File: src/rtl/traffic_light_monitor.sv
// traffic_light_monitor
// Watches the six lamp outputs of a two-direction traffic controller. Every cycle
// the lamp vector is decoded into an observed phase and checked for lamp validity,
// cross-direction conflicts, legal phase order and dwell times. The first
// violation is latched as a sticky fault, and force_flash tells the lamp drivers
// to go to flashing red.
// Optional build macro: TLM_CYCLE_COUNT_EN adds a 16-bit count of completed
// NS+EW cycles on output cycle_count.

module traffic_light_monitor #(
  parameter int GREEN_TIME  = 60,
  parameter int YELLOW_TIME = 4,
  parameter int RED_TIME    = 3,
  parameter int SAFE_TIME   = 4,
  parameter int CNT_W       = 7
) (
  input  logic        clk,
  input  logic        reset,
  input  logic        ns_green,
  input  logic        ns_yellow,
  input  logic        ns_red,
  input  logic        ew_green,
  input  logic        ew_yellow,
  input  logic        ew_red,
  input  logic        clear_fault,
  output logic        fault,
  output logic [2:0]  fault_code,
  output logic [2:0]  phase,
  output logic        force_flash
`ifdef TLM_CYCLE_COUNT_EN
  ,
  output logic [15:0] cycle_count
`endif
);

  // state    | meaning
  // M_ALLRED | both reds seen; waiting for the next green
  // M_NSG    | north-south green being timed
  // M_NSY    | north-south yellow being timed
  // M_EWG    | east-west green being timed
  // M_EWY    | east-west yellow being timed
  // M_FAULT  | violation latched; only clear_fault is acted on
  // M_RESYNC | fault cleared; unchecked until the first all-red
  typedef enum logic [2:0] {
    M_ALLRED,
    M_NSG,
    M_NSY,
    M_EWG,
    M_EWY,
    M_FAULT,
    M_RESYNC
  } mon_state_t;

  typedef enum logic [2:0] {
    PH_ALLRED  = 3'd0,
    PH_NSG     = 3'd1,
    PH_NSY     = 3'd2,
    PH_EWG     = 3'd3,
    PH_EWY     = 3'd4,
    PH_INVALID = 3'd7
  } phase_t;

  localparam logic DIR_NS = 1'b0;
  localparam logic DIR_EW = 1'b1;

  localparam logic [2:0] FC_NONE     = 3'd0;
  localparam logic [2:0] FC_LAMP     = 3'd1;
  localparam logic [2:0] FC_CONFLICT = 3'd2;
  localparam logic [2:0] FC_SEQ      = 3'd3;
  localparam logic [2:0] FC_YELLOW   = 3'd4;
  localparam logic [2:0] FC_GREEN    = 3'd5;
  localparam logic [2:0] FC_CLEAR    = 3'd6;

  localparam logic [CNT_W-1:0] GREEN_CNT  = CNT_W'(GREEN_TIME);
  localparam logic [CNT_W-1:0] YELLOW_CNT = CNT_W'(YELLOW_TIME);
  localparam logic [CNT_W-1:0] MIN_RED    = CNT_W'(RED_TIME + SAFE_TIME);
  localparam logic [CNT_W-1:0] ONE_CNT    = CNT_W'(1);

  logic             ns_one;
  logic             ew_one;
  logic             lamp_bad;
  logic             conflict;
  phase_t           obs;

  mon_state_t       state_q;
  mon_state_t       state_d;
  phase_t           phase_q;
  logic [CNT_W-1:0] dwell_q;
  logic [CNT_W-1:0] dwell_d;
  logic             last_dir_q;
  logic             last_dir_d;
  logic             any_dir_q;
  logic             any_dir_d;
  logic             fault_q;
  logic             fault_d;
  logic [2:0]       code_q;
  logic [2:0]       code_d;

  logic             checking;
  logic             seq_bad;
  logic             yel_bad;
  logic             grn_bad;
  logic             clr_bad;
  logic [2:0]       viol_code;
  logic             dwell_restart;

  // Decode the raw lamps into one observed phase; anything not one-hot or with
  // both directions showing non-red decodes as INVALID.
  always_comb begin
    ns_one   = (ns_green & ~ns_yellow & ~ns_red) |
               (~ns_green & ns_yellow & ~ns_red) |
               (~ns_green & ~ns_yellow & ns_red);
    ew_one   = (ew_green & ~ew_yellow & ~ew_red) |
               (~ew_green & ew_yellow & ~ew_red) |
               (~ew_green & ~ew_yellow & ew_red);
    lamp_bad = ~(ns_one & ew_one);
    conflict = ns_one & ew_one & ~ns_red & ~ew_red;
    obs      = PH_INVALID;
    if (!lamp_bad && !conflict) begin
      if (ns_red && ew_red) begin
        obs = PH_ALLRED;
      end else if (!ns_red) begin
        obs = ns_green ? PH_NSG : PH_NSY;
      end else begin
        obs = ew_green ? PH_EWG : PH_EWY;
      end
    end
  end

  // Sequence and dwell checks against the phase being timed; exit checks use the
  // dwell count from before the change. Priority-encode into a single fault code.
  always_comb begin
    checking = 1'b0;
    seq_bad  = 1'b0;
    yel_bad  = 1'b0;
    grn_bad  = 1'b0;
    clr_bad  = 1'b0;
    case (state_q)
      M_ALLRED: begin
        checking = 1'b1;
        case (obs)
          PH_ALLRED: begin
          end
          PH_NSG: begin
            seq_bad = ~any_dir_q & (last_dir_q == DIR_NS);
            clr_bad = (dwell_q < MIN_RED);
          end
          PH_EWG: begin
            seq_bad = ~any_dir_q & (last_dir_q == DIR_EW);
            clr_bad = (dwell_q < MIN_RED);
          end
          default: seq_bad = 1'b1;
        endcase
      end
      M_NSG: begin
        checking = 1'b1;
        case (obs)
          PH_NSG:  grn_bad = (dwell_q >= GREEN_CNT);
          PH_NSY:  grn_bad = (dwell_q != GREEN_CNT);
          default: seq_bad = 1'b1;
        endcase
      end
      M_NSY: begin
        checking = 1'b1;
        case (obs)
          PH_NSY: begin
          end
          PH_ALLRED: yel_bad = (dwell_q != YELLOW_CNT);
          default:   seq_bad = 1'b1;
        endcase
      end
      M_EWG: begin
        checking = 1'b1;
        case (obs)
          PH_EWG:  grn_bad = (dwell_q >= GREEN_CNT);
          PH_EWY:  grn_bad = (dwell_q != GREEN_CNT);
          default: seq_bad = 1'b1;
        endcase
      end
      M_EWY: begin
        checking = 1'b1;
        case (obs)
          PH_EWY: begin
          end
          PH_ALLRED: yel_bad = (dwell_q != YELLOW_CNT);
          default:   seq_bad = 1'b1;
        endcase
      end
      default: begin
      end
    endcase

    viol_code = FC_NONE;
    if (lamp_bad) begin
      viol_code = FC_LAMP;
    end else if (conflict) begin
      viol_code = FC_CONFLICT;
    end else if (seq_bad) begin
      viol_code = FC_SEQ;
    end else if (yel_bad) begin
      viol_code = FC_YELLOW;
    end else if (grn_bad) begin
      viol_code = FC_GREEN;
    end else if (clr_bad) begin
      viol_code = FC_CLEAR;
    end
  end

  // Next-state logic: follow legal phase changes, latch the first violation,
  // and handle clear/resync. In M_FAULT only lamp and conflict errors can be
  // present, so a clear coinciding with one re-latches the new code.
  always_comb begin
    state_d       = state_q;
    fault_d       = fault_q;
    code_d        = code_q;
    last_dir_d    = last_dir_q;
    any_dir_d     = any_dir_q;
    dwell_restart = 1'b0;
    case (state_q)
      M_ALLRED: begin
        if (obs == PH_NSG) begin
          state_d = M_NSG;
        end else if (obs == PH_EWG) begin
          state_d = M_EWG;
        end
      end
      M_NSG: if (obs == PH_NSY) state_d = M_NSY;
      M_NSY: if (obs == PH_ALLRED) state_d = M_ALLRED;
      M_EWG: if (obs == PH_EWY) state_d = M_EWY;
      M_EWY: if (obs == PH_ALLRED) state_d = M_ALLRED;
      M_FAULT: begin
        if (clear_fault) begin
          if (viol_code != FC_NONE) begin
            code_d = viol_code;
          end else begin
            fault_d = 1'b0;
            state_d = M_RESYNC;
          end
        end
      end
      M_RESYNC: begin
        if (obs == PH_ALLRED) begin
          state_d       = M_ALLRED;
          any_dir_d     = 1'b1;
          dwell_restart = 1'b1;
        end
      end
      default: state_d = M_ALLRED;
    endcase

    if (checking) begin
      if (viol_code != FC_NONE) begin
        state_d = M_FAULT;
        fault_d = 1'b1;
        code_d  = viol_code;
      end else if (state_q == M_ALLRED && obs == PH_NSG) begin
        last_dir_d = DIR_NS;
        any_dir_d  = 1'b0;
      end else if (state_q == M_ALLRED && obs == PH_EWG) begin
        last_dir_d = DIR_EW;
        any_dir_d  = 1'b0;
      end
    end
  end

  // Dwell counts cycles the current observed phase has been present, saturating.
  always_comb begin
    if (dwell_restart || obs != phase_q) begin
      dwell_d = ONE_CNT;
    end else if (&dwell_q) begin
      dwell_d = dwell_q;
    end else begin
      dwell_d = dwell_q + ONE_CNT;
    end
  end

  // State and monitor registers.
  always_ff @(posedge clk or posedge reset) begin
    if (reset) begin
      state_q    <= M_ALLRED;
      phase_q    <= PH_ALLRED;
      dwell_q    <= '0;
      last_dir_q <= DIR_EW;
      any_dir_q  <= 1'b0;
      fault_q    <= 1'b0;
      code_q     <= FC_NONE;
    end else begin
      state_q    <= state_d;
      phase_q    <= obs;
      dwell_q    <= dwell_d;
      last_dir_q <= last_dir_d;
      any_dir_q  <= any_dir_d;
      fault_q    <= fault_d;
      code_q     <= code_d;
    end
  end

`ifdef TLM_CYCLE_COUNT_EN
  logic        count_inc;
  logic [15:0] cycle_count_q;

  assign count_inc = (state_q == M_EWY) && (obs == PH_ALLRED) &&
                     (viol_code == FC_NONE) && !fault_q;

  // Count completed NS+EW cycles; wraps naturally at 16 bits.
  always_ff @(posedge clk or posedge reset) begin
    if (reset) begin
      cycle_count_q <= 16'd0;
    end else if (count_inc) begin
      cycle_count_q <= cycle_count_q + 16'd1;
    end
  end

  assign cycle_count = cycle_count_q;
`endif

  assign fault       = fault_q;
  assign fault_code  = code_q;
  assign phase       = phase_q;
  assign force_flash = fault_q;

endmodule

File: config.mk
export PLATFORM = sky130hd
export DESIGN_NAME = traffic_light_monitor
export DESIGN_NICKNAME = d
export VERILOG_FILES = /design/src/rtl/traffic_light_monitor.sv
export SDC_FILE = /design/constraint.sdc
export NUM_CORES = 1
export LEC_CHECK = 0
export CAP_MARGIN = 30
export CORE_AREA = 8 8 68 70
export CTS_BUF_LIST = sky130_fd_sc_hd__clkbuf_8
export DETAILED_ROUTE_END_ITERATION = 7
export DIE_AREA = 0 0 76 78
export PLACE_DENSITY = 0.7
export SLEW_MARGIN = 20
export SYNTH_ARGS = -nofsm -noshare
export SYNTH_HDL_FRONTEND = slang
export SYNTH_SLANG_ARGS = --single-unit
File: constraint.sdc
create_clock -name clk -period 3.7 [get_ports clk]
set_input_delay 1.11 -clock clk [delete_from_list [all_inputs] [get_ports clk]]
set_output_delay 1.11 -clock clk [all_outputs]
set_load 0.02 [all_outputs]
==> results summary <==
The run finished with clean final reports. In this run the number of H-tree levels came out at 1. The worst path required time came out at 3.84 ns. The count of buffers inserted at the top-level ports came out at 16. The number of enable-type register cells in the synthesized netlist is 0. The synthesized netlist occupies a cell area of 1570 sq um. Relative to the synthesized area, the layout overhead comes to 19.6%. After clock tree synthesis, the clock-pin slew on the worst setup and hold paths is 0.07 ns. The total length of routed wires came out at 3760 um. The shortest period the worst path allows is 3.43 ns.

The mean area per synthesized cell came out at 8.55 sq um. The share of synthesized area occupied by flip-flops and latches came out at 0.305. The power density over the cells came out at 353 nW/um^2. Entering global routing, the biggest net connects 20 pins.

The area of the die is 5930 sq um. The largest stage delay on the critical path came out at 0.67 ns. For this run, the leading register cell type out of synthesis is sky130_fd_sc_hd__dfrtp_1.

The final weighted congestion in routability-driven placement came out at 0.930. Fill cells in the final layout number 308. The first-iteration detailed-routing DRC count is 223. At the placement stage, the worst setup path has a slack of 0.0641 ns. The number of distinct library cell variants in the gate-level netlist after synthesis came out at 57. After synthesis, the share of flip-flops with an asynchronous set or reset is 1.00. The maximum root-to-sink buffer count came out at 2. The number of global-route vias before repair was 1416. 0 antenna diodes ended up in the layout. After the last flow step, the layout net total stands at 216.

In this run the static leakage power is 0.752 nW. Ranked by total cell area, the synthesized netlist is headed by sky130_fd_sc_hd__dfrtp_1, sky130_fd_sc_hd__xnor2_1, sky130_fd_sc_hd__nor2_1. The worst vdd rail ir drop came out at 0.000287 V. Grouping stages by cell kind, the critical path spends the most delay in simple AND/OR/NAND/NOR gates.

The max-cap check violation count is 0. The top cell type by total area after synthesis is sky130_fd_sc_hd__dfrtp_1. The number of gates resized after CTS was 0. The worst slew slack as a fraction of its limit came out at 0.521. The share of the core filled with cells is 0.527. For this run, design rule violations remaining after detail routing come to 0. The height of the chip came out at 78 um.

The most prevalent standard cell on the critical path is sky130_fd_sc_hd__xor2_1. Power comes to 0.661 mW. The final setup violation count is 0. The tree is rooted in a sky130_fd_sc_hd__clkbuf_8. The floorplan step set the die width to 76 um. The slew at the pin closest to its max-slew limit came out at 0.717 ns. The insertion delay of the later-clocked pin in the worst-skew pair is 0.25 ns. The capturing element type of the critical path is a flop. The total global routing overflow is 0. The number of vias per cell came out at 5.77. The I/O pin total is 17. The min-delay analysis places its worst path in the category reg2reg. The synthesis warning total is 0.

Leaving out fill and tap cells, the most frequent cells in the layout are sky130_fd_sc_hd__nor2_1, sky130_fd_sc_hd__dfrtp_1, sky130_fd_sc_hd__clkdlybuf4s50_1. Setup repair after global routing left no endpoint under its margin. The number of buffer and inverter instances along the worst setup path is 1.

The number of buffers inserted during clock tree synthesis is 3. The post-detailed-route count of antenna-violating nets came out at 0. The global router's overall resource usage is 0.131.

The total number of clock tree sinks is 19. The post-route setup TNS came out at 0 ns. In this run, synthesis produced a sequential element count of 19.

The placed wire-length estimate after detailed placement is 2960 um. The post-route clock period utilization is 0.927. TritonCTS built the clock tree. Between clock sinks in the finished design, the worst skew comes to 0.00221 ns. The site row count is 22. The first detailed-routing pass ran for 4 iterations. The instance count on the critical path came out at 7. The cell depth of the worst flop-to-flop path is 7. The number of antenna violations at the first check in global routing was 0. The synthesized instance count is 183. The fraction of final layout cells sized beyond drive strength 1 is 0.152. The proportion of netlist area held by the largest area contributor came out at 0.288. The core area came out at 3550 sq um. The worst hold path depth is 2. For this design, the CTS-stage hold fixing added 0 buffers. Derived from the worst setup path, the maximum achievable clock frequency is 0.292 GHz. The effective utilization at floorplan came out at 0.441. The number of nets handed over by synthesis was 194.

The startpoint kind of the worst setup timing path is an input pin. The number of slew-limit violations in the final report is 0. The worst setup path category is in2reg.

Walking the worst path, the cells encountered are clkdlybuf4s50_1, xor2_1, a31oi_1, or3_1, xor2_1, or4_1, nand2b_1. The maximum net fanout on the critical path is 7. For the worst setup path, the data arrival time is 3.57 ns. The vias after detailed routing came out at 1454. The first-pass GRT wire length came out at 6600 um. The number of setup buffers added after CTS is 0. The post-layout worst setup margin came out at 0.271 ns.

The count of endpoints failing hold in the final timing report came out at 0. The average wire per standard cell is 14.9 um. On the critical path, the stage with the largest delay is an instance of sky130_fd_sc_hd__clkdlybuf4s50_1.
[stage by stage]
| step | cell area (sq um) | std cells | hold slack (ns) |
|---|---|---|---|
| detailed placement | 1830 | 248 | 0.488 |
| floorplan | 1570 | 183 | 0.459 |
| finish | 1870 | 252 | 0.496 |
| global route | 1870 | 252 | 0.530 |
| global placement | 1830 | 248 | 0.479 |
| CTS | 1870 | 252 | 0.504 |
[power by group]
part           total (mW)  switching [mW]  leakage (nW)  internal (mW)
clock network       0.142          0.0667        0.0255         0.0748
registers           0.281          0.0403         0.223          0.241
logic               0.238           0.129         0.503          0.109
total               0.661           0.237         0.752          0.425
[path summary, 6_finish.rpt]
| kind | endpoint | slack, ns | from |
|---|---|---|---|
| hold / removal | any_dir_q | 0.50 | any_dir_q |
| hold reg to reg | any_dir_q | 0.50 | any_dir_q |
| setup / recovery | dwell_q[0] | 0.27 | ew_yellow |
| min in group asynchronous | phase[0] | 1.27 | reset |
| max in group asynchronous | fault_code[2] | 1.98 | reset |
| setup reg to reg | fault | 1.51 | state_q[1] |
[metal layers]
metal	part of all wire	track usage	up-vias	wire length, um
met3	0.036	0.0184	6	134
met4	0.014	0.0451	0	51
li1	-	-	704	-
met1	0.44	0.163	704	1660
met2	0.51	0.225	40	1920
met5	0	0	-	0
[synthesized netlist by cell type, types with 2 or more instances]
cell,count
sky130_fd_sc_hd__a31oi_1,4
sky130_fd_sc_hd__xnor2_1,8
sky130_fd_sc_hd__buf_6,2
sky130_fd_sc_hd__and4bb_2,2
sky130_fd_sc_hd__nand2b_1,5
sky130_fd_sc_hd__xor2_1,6
sky130_fd_sc_hd__o21ai_0,11
sky130_fd_sc_hd__o211ai_1,3
sky130_fd_sc_hd__and4_1,2
sky130_fd_sc_hd__nor2_1,18
sky130_fd_sc_hd__inv_1,10
sky130_fd_sc_hd__a32o_1,2
sky130_fd_sc_hd__nand2_1,11
sky130_fd_sc_hd__a311o_1,2
sky130_fd_sc_hd__a21oi_1,13
sky130_fd_sc_hd__nand4_1,3
sky130_fd_sc_hd__dfrtp_1,18
sky130_fd_sc_hd__nand3_1,9
sky130_fd_sc_hd__ha_1,2
sky130_fd_sc_hd__and3_1,2
sky130_fd_sc_hd__nor4_1,2
sky130_fd_sc_hd__a22o_1,2
sky130_fd_sc_hd__clkbuf_1,3
sky130_fd_sc_hd__nor3_1,4
sky130_fd_sc_hd__a21o_1,3
sky130_fd_sc_hd__buf_2,5
[kinds of logic after synthesis]
group	Yosys count	share of synthesized area
compound gates	53	0.254
simple gates	71	0.265
flops	19	0.305
buf+inv	22	0.0687
xor+xnor	14	0.0783
mux	2	0.0136
fa+ha+maj	2	0.0160
[registers in the layout (all words and copies together) (netlist names)]
name        cells
dwell_q         7
fault_code      3
phase           3
state_q         3
any_dir_q       1
fault           1
last_dir_q      1
[worst min-delay path: stages (launching register included)]
cell	delay (ns)
sky130_fd_sc_hd__dfrtp_1	0.34
sky130_fd_sc_hd__nor2_1	0.05
sky130_fd_sc_hd__nor2_1	0.07
[final cells by class]
cell class              instances  area, sq um  share of cell area
multi-input cells             142          981               0.524
flip-flops and latches         19          477               0.255
repair buffers                 29          270               0.144
well taps                      48         60.1              0.0321
clock buffers                   3         41.3              0.0221
inverters                      10         37.5              0.0201
clock inverters                 1         5.00             0.00267
(Power assumes the default switching activity.)
